`src/rtl/next_piece_queue_if.sv`:
```
// Handshake bundle between the random source / game FSM (master) and the piece queue (slave).
// next is a single-cycle consume pulse; it only takes effect while valid is high.
interface next_piece_queue_if #(
  parameter int SHAPE_W = 3,
  parameter int DEPTH   = 3
);
  localparam int CNT_W = $clog2(DEPTH + 2);

  logic                       next;
  logic [SHAPE_W-1:0]         random;
  logic [SHAPE_W-1:0]         shape;
  logic [DEPTH*SHAPE_W-1:0]   preview;
  logic                       valid;
  logic [CNT_W-1:0]           count;

  modport master (
    output next,
    output random,
    input  shape,
    input  preview,
    input  valid,
    input  count
  );

  modport slave (
    input  next,
    input  random,
    output shape,
    output preview,
    output valid,
    output count
  );
endinterface

```
`src/rtl/next_piece_queue.sv`:
```
// Current piece plus DEPTH preview pieces in a shift queue, fed from a free-running
// random source with range rejection and an optional 7-bag no-repeat filter.
module next_piece_queue #(
  parameter int SHAPE_W    = 3,
  parameter int NUM_SHAPES = 7,
  parameter int DEPTH      = 3,
  parameter int BAG_MODE   = 1
) (
  input  logic                clk,
  input  logic                rst_n,
  next_piece_queue_if.slave   bus
);
  localparam int ENTRIES = DEPTH + 1;
  localparam int CNT_W   = $clog2(DEPTH + 2);
  localparam int BAG_W   = 2 ** SHAPE_W;

  localparam logic [CNT_W-1:0]   ENTRIES_C = CNT_W'(ENTRIES);
  localparam logic [SHAPE_W:0]   NUM_C     = (SHAPE_W + 1)'(NUM_SHAPES);
  localparam logic [BAG_W-1:0]   FULL_BAG  = BAG_W'((64'd1 << NUM_SHAPES) - 64'd1);

  logic [SHAPE_W-1:0] entries_q [ENTRIES];
  logic [SHAPE_W-1:0] entries_d [ENTRIES];
  logic [CNT_W-1:0]   count_q, count_d;
  logic [BAG_W-1:0]   bag_q, bag_d;

  logic               pop;
  logic               in_range;
  logic               bag_ok;
  logic               accept;
  logic [CNT_W-1:0]   count_after_pop;
  logic [BAG_W-1:0]   bag_set;

  always_comb begin
    pop             = bus.next && (count_q == ENTRIES_C);
    count_after_pop = count_q - CNT_W'(pop);
    in_range        = {1'b0, bus.random} < NUM_C;
    bag_ok          = (BAG_MODE == 0) || !bag_q[bus.random];
    // Room is judged after this cycle's pop so a full queue can pop and push together.
    accept          = in_range && bag_ok && (count_after_pop < ENTRIES_C);
    count_d         = count_after_pop + CNT_W'(accept);

    for (int i = 0; i < ENTRIES - 1; i++) begin
      entries_d[i] = pop ? entries_q[i+1] : entries_q[i];
    end
    entries_d[ENTRIES-1] = pop ? '0 : entries_q[ENTRIES-1];
    if (accept) begin
      entries_d[count_after_pop] = bus.random;
    end

    bag_set = bag_q | (BAG_W'(1) << bus.random);
    bag_d   = bag_q;
    if ((BAG_MODE != 0) && accept) begin
      // A completed bag restarts empty in the same cycle.
      bag_d = (bag_set == FULL_BAG) ? '0 : bag_set;
    end
  end

  always_ff @(posedge clk) begin
    if (!rst_n) begin
      for (int i = 0; i < ENTRIES; i++) begin
        entries_q[i] <= '0;
      end
      count_q <= '0;
      bag_q   <= '0;
    end else begin
      for (int i = 0; i < ENTRIES; i++) begin
        entries_q[i] <= entries_d[i];
      end
      count_q <= count_d;
      bag_q   <= bag_d;
    end
  end

  always_comb begin
    bus.shape = entries_q[0];
    for (int i = 0; i < DEPTH; i++) begin
      bus.preview[i*SHAPE_W +: SHAPE_W] = entries_q[i+1];
    end
    bus.count = count_q;
    bus.valid = (count_q == ENTRIES_C);
  end
endmodule

```
`src/flat_wrapper.sv`:
```
// flat-port wrapper written by rule: the top's interface ports become plain ports
module next_piece_queue_flat 
#(
  parameter int SHAPE_W    = 3,
  parameter int NUM_SHAPES = 7,
  parameter int DEPTH      = 3,
  parameter int BAG_MODE   = 1
)
  (clk, rst_n, bus_next, bus_random, bus_shape, bus_preview, bus_valid, bus_count);
  next_piece_queue_if #(.SHAPE_W(SHAPE_W), .DEPTH(DEPTH)) bus_i ();
  input  logic clk;
  input  logic rst_n;
  input wire logic [$bits(bus_i.next)-1:0] bus_next;
  input wire logic [$bits(bus_i.random)-1:0] bus_random;
  output wire logic [$bits(bus_i.shape)-1:0] bus_shape;
  output wire logic [$bits(bus_i.preview)-1:0] bus_preview;
  output wire logic [$bits(bus_i.valid)-1:0] bus_valid;
  output wire logic [$bits(bus_i.count)-1:0] bus_count;
  assign bus_i.next = bus_next;
  assign bus_i.random = bus_random;
  assign bus_shape = bus_i.shape;
  assign bus_preview = bus_i.preview;
  assign bus_valid = bus_i.valid;
  assign bus_count = bus_i.count;
  next_piece_queue #(.SHAPE_W(SHAPE_W), .NUM_SHAPES(NUM_SHAPES), .DEPTH(DEPTH), .BAG_MODE(BAG_MODE)) u_core (.clk(clk), .rst_n(rst_n), .bus(bus_i));
endmodule
```
`config.mk`:
```
export PLATFORM = sky130hd
export DESIGN_NAME = next_piece_queue_flat
export DESIGN_NICKNAME = d
export VERILOG_FILES = /design/src/rtl/next_piece_queue_if.sv /design/src/rtl/next_piece_queue.sv /design/src/flat_wrapper.sv
export SDC_FILE = /design/constraint.sdc
export NUM_CORES = 1
export LEC_CHECK = 0
export ABC_CLOCK_PERIOD_IN_PS = 6320
export BUFFER_PORTS_ARGS = -buffer_cell sky130_fd_sc_hd__buf_2
export CELL_PAD_IN_SITES_DETAIL_PLACEMENT = 0
export CELL_PAD_IN_SITES_GLOBAL_PLACEMENT = 2
export CORE_MARGIN = 2
export CORE_UTILIZATION = 39
export CTS_BUF_LIST = sky130_fd_sc_hd__clkbuf_2 sky130_fd_sc_hd__clkbuf_4 sky130_fd_sc_hd__clkbuf_8
export CTS_CLUSTER_SIZE = 20
export DETAILED_ROUTE_END_ITERATION = 10
export PLACE_DENSITY_LB_ADDON = 0.1
export SYNTH_ARGS = -nofsm -noshare
export SYNTH_HDL_FRONTEND = slang
export SYNTH_SLANG_ARGS = --single-unit
```
`constraint.sdc`:
```
create_clock -name clk -period 6.32 [get_ports clk]
set_input_delay 1.264 -clock clk [delete_from_list [all_inputs] [get_ports clk]]
set_output_delay 1.264 -clock clk [all_outputs]
set_load 0.05 [all_outputs]
```
Word-level counts from Yosys, hierarchy flattened. Memories as Yosys holds them, arrays and structs flattened. Index checks and enable logic that the tools add are counted.

Add/subtract/negate cells: 2. Shift operators: 1. $lt $le $gt $ge: 5. Bitwise logic cells: 6. Equal/unequal tests: 2. Mux-type cells: 17. Reductions and logical operators: 5.

Operator list (number): $mux W3 (9); $bwmux W12 (1); $mux W12 (1); $eq A8 B7 Y1 const B (1); $mux W8 (1); $or A8 B8 Y8 (1); $shl A1 B3 Y8 const A (1); $demux W3 S2 (1); $lt A3 B3 Y1 const B (2); $ge A4 B3 Y1 const B (1); $logic_and A1 B1 Y1 (4); $lt A3 B4 Y1 const B (1); $lt A4 B1 Y1 const B (1); $not A3 Y4 (1); $or A1 B1 Y1 (4); $add A3 B1 Y3 (1); $bmux W1 S3 (1); $eq A3 B3 Y1 const B (1); $mux W1 (3); $sub A3 B1 Y3 (1); $logic_not A1 Y1 (1).

RAM bits: 12. Memories: 1. Register bits after elaboration: 11. Input port bits: 6. Output and inout port bits: 16. Logic and storage cells: 41.

Memory list: u_core.entries_q (depth 4, bits a word 3, read ports 4, clocked after memory_dff 0, write ports 4, RTL line next_piece_queue.sv:21) `logic [SHAPE_W-1:0] entries_q [ENTRIES];`.

Longest topological paths before layout.
Depth after elaboration: 11. Depth in mapped cells: 12. Depth with buffers taken out: 12.

Least setup slack after synthesis. OpenSTA, ideal clock, no wires.

Kind: register to register. Start point: reg u_core.count_q[2], in the netlist u_core.bus.count[2]. End point: reg u_core.count_q[2], in the netlist u_core.bus.count[2]. Buffers on the path: 0. Path slack: 2621 ps. Clock period less this slack: 3699 ps. Arrival time: 3585 ps. Stages on the path, launching flop included: 13. Setup time: 115 ps. Required time: 6205 ps. Cell sequence: dfxtp_1 nor3b_2 nand2_1 inv_2 ha_1 ha_1 xnor2_1 o21ai_2 nor3_2 ha_1 ha_1 xnor2_1 and2_1.

Cells in the longest elaborated chain, start to end: 6.

RTL lines: start, declared (RTL line next_piece_queue.sv:23) `logic [CNT_W-1:0] count_q, count_d;`; start signal, assigned (RTL line next_piece_queue.sv:69) `count_q <= count_d;`; $eq A3 B3 Y1 *; named net bus_valid (RTL line flat_wrapper.sv:17) `output wire logic [$bits(bus_i.valid)-1:0] bus_valid;`; $logic_and A1 B1 Y1 * (RTL line next_piece_queue.sv:34) `pop = bus.next && (count_q == ENTRIES_C);`; $sub A3 B1 Y3 * (RTL line next_piece_queue.sv:35) `count_after_pop = count_q - CNT_W'(pop);`; $lt A3 B3 Y1 (RTL line next_piece_queue.sv:39) `accept = in_range && bag_ok && (count_after_pop < ENTRIES_C);`; $logic_and A1 B1 Y1 (RTL line next_piece_queue.sv:39); $add A3 B1 Y3 * (RTL line next_piece_queue.sv:40) `count_d = count_after_pop + CNT_W'(accept);`.

The timed path passes the listed nets; every way through them passes the cells marked *. A chain may end at the register's enable or synchronous reset.

Final worst setup path.
Start point: in bus_next. End point: reg u_core.count_q[2], in the netlist u_core.bus.count[2].

Cells in the longest elaborated chain, start to end: 5.

RTL lines: start, declared (RTL line flat_wrapper.sv:13) `input wire logic [$bits(bus_i.next)-1:0] bus_next;`; $logic_and A1 B1 Y1 * (RTL line next_piece_queue.sv:34); $sub A3 B1 Y3 * (RTL line next_piece_queue.sv:35); $lt A3 B3 Y1 (RTL line next_piece_queue.sv:39); $logic_and A1 B1 Y1 (RTL line next_piece_queue.sv:39); $add A3 B1 Y3 * (RTL line next_piece_queue.sv:40).

Mark *: on every way between the ends. The rest lies on a longest branch, timed or not.

==> flow_metrics.tcl <==
set metrics [dict create \
    cts_tree "yes" \
    dp.cells 202 \
    syn_area_mm2 0.00138 \
    synth_cells 142 \
    io_buffers 21 \
    ant_nets 0 \
    arrival_ns 3.73 \
    dpl_cell_area_mm2 0.00150 \
    drtPass1Iterations 4 \
    rsz0062_at_grt "false" \
    pwr-share-clk 0.127 \
    numClockSinks 23 \
    track_usage 0.159 \
    area.growth.synth_to_final_pct 11.1 \
    drt-initial-drc-count 90 \
    clkLatencyLatePin_ns 0.31 \
    fin_area_mm2 0.00153 \
    critPathLaunchType "input port" \
    critPathMaxFanout 10 \
    synth_top_area_share 0.335 \
    hold_buffers 0 \
    powerDensity_mw_per_mm2 370 \
    core_area_mm2 0.00336 \
    die_height_um 63.4 \
    slew_violations 0 \
    via_count 1076 \
    p_seq_frac 0.347 \
    grtUsageMet1 0.200 \
    r2r_cells 12 \
    fin_worst_skew_ns 0.00838 \
    clock-root-buffer "clkbuf_4" \
    final_cell_mix "23 x dfxtp_1, 21 x buf_2, 20 x nand2_1" \
    status "complete, no violations" \
    yosysTopAreaCell "dfxtp_1" \
    power_frac_comb 0.525 \
    grt_pass1_wl_mm 5.15 \
    gr-total-overflow 0 \
    drive_gt1_frac 0.294 \
    synth-async-reset-ratio 0 \
    worstMarginPinSlew_ns 0.555 \
    htree_levels 1 \
    seq_area_frac_synth 0.335 \
    p_int_mw 0.298 \
    numCtsBuffers 3 \
    fmax_mhz 285 \
    holdPathStages 1 \
    hpwlAfterDp_mm 2.14 \
    fin_ws_ns 2.82 \
    start_util 0.409 \
    post_cts_resized 0 \
    synth_seq_cells 23 \
    critPathKind "in2reg" \
    slew_headroom 0.630 \
    fp.dieW_um 63.4 \
    dieArea_mm2 0.00402 \
    fin_crit_ns 3.50 \
    syn-num-nets 152 \
    layout.cells.most_common "dfxtp_1" \
    clk_pin_slew_ns 0.14 \
    final_cells 206 \
    grt_max_degree 27 \
    drc 0 \
    leakage_nw 0.636 \
    ys_warn_count 0 \
    pre_cts_slack_ns 2.41 \
    grt_pass1_vias 1097 \
    drv_cap 0 \
    ys_types 38 \
    netSwitchingFraction 0.473 \
    syn_avg_cell_area_um2 9.68 \
    clk_path_buf_depth 2 \
    synthTopCellsByArea "dfxtp_1 33%, mux2i_1 10%, mux2_2 7.4%" \
    nets 171 \
    rows 21 \
    grt.busiest_layer "met2" \
    routedWlPerCell_um 14.0 \
    grt_use_met3 0.0214 \
    grtUsageMet2 0.288 \
    crit_path_end_kind "flop" \
    tns_ns 0 \
    min_period_over_period 0.555 \
    synth_edf_count 0 \
    ir_worst_vdd_mv 0.138 \
    ioPinCount 22 \
    hold_viol 0 \
    post_cts_buffers 0 \
    gp_congestion 0.764 \
    hold_class "reg2reg" \
    antenna_cells 0 \
    grt_antenna_before_repair 0 \
    synth_ff_type "dfxtp_1" \
    critPathRequiredTime_ns 6.55 \
    power_switching_mw 0.267 \
    via_per_inst 5.22 \
    wl_mm 2.88 \
    total_power_mw 0.565 \
    setup_violations 0 \
]
==> cell families (layout without fill, tap and decap cells) <==
kind of cell             count (synthesis)  after routing  share of synthesized area
flip-flops                              23             23                      0.335
AO/OA/AOI/OAI                           23             23                      0.128
multiplexers                            24             24                      0.186
XOR/XNOR                                 3              3                     0.0191
buffers and inverters                   13             31                     0.0437
AND/OR/NAND/NOR                         52             52                      0.252
adder cells (fa/ha/maj)                  4              4                     0.0364
==> worst max-delay path, stage by stage <==
cell	delay, ns
buf_2	0.10
nand2_1	0.13
inv_2	0.13
ha_1	0.20
ha_1	0.21
xnor2_1	0.34
o21ai_2	0.25
nor3_2	0.49
ha_1	0.24
ha_1	0.15
xnor2_1	0.07
and2_1	0.16
==> through the flow <==
| step | util | hold slack [ns] |
|---|---|---|
| 6_report | 0.454 | 0.495 |
| 3_3_place_gp | 0.446 | 0.455 |
| 4_1_cts | 0.454 | 0.499 |
| 2_1_floorplan | - | 0.437 |
| 5_1_grt | 0.454 | 0.527 |
| 3_5_place_dp | 0.446 | 0.470 |
==> layer usage <==
layer,routed length (um),part of all wire
met5,0,0
met4,17,0.0059
met3,80,0.028
met2,1480,0.51
met1,1300,0.45
==> cell type report <==
class | instances | area [um^2]
clock inverters | 1 | 5.00
clock buffers | 3 | 22.5
flip-flops and latches | 23 | 460
fillers | 384 | 1840
repair buffers | 21 | 105
well taps | 46 | 57.6
inverters | 6 | 22.5
multi-input cells | 106 | 855
==> state kept, by name, summed over array words and instances, names as in the netlist <==
name and flops:
u_core.bag_q 8, u_core.entries_q 12, u_core.bus.count 3
==> final timing paths <==
| kind | start | to | slack (ns) |
|---|---|---|---|
| max | bus_next | u_core.bus.count[2] | 2.82 |
| min | u_core.bag_q[7] | u_core.bag_q[7] | 0.50 |
| max reg2reg | u_core.bus.count[2] | u_core.bus.count[2] | 3.30 |
| min reg2reg | u_core.bag_q[7] | u_core.bag_q[7] | 0.50 |
==> power by group through the flow <==
stage | combinational [mW] | clock [mW] | sequential [mW]
finish | 0.297 | 0.0719 | 0.196
global route | 0.325 | 0.0822 | 0.202
CTS | 0.301 | 0.0735 | 0.197
detailed placement | 0.301 | 0 | 0.200
global placement | 0.300 | 0 | 0.200
floorplan | 0.158 | 0 | 0.284
==> synthesized netlist by cell type, drive strengths merged, types with 4 or more instances <==
master   n
a31oi    8
and2     4
buf      4
dfxtp   23
ha       4
inv      6
mux2     9
mux2i   15
nand2   20
nor3     6
o21ai   10
Power figures use the tool's default switching activity.
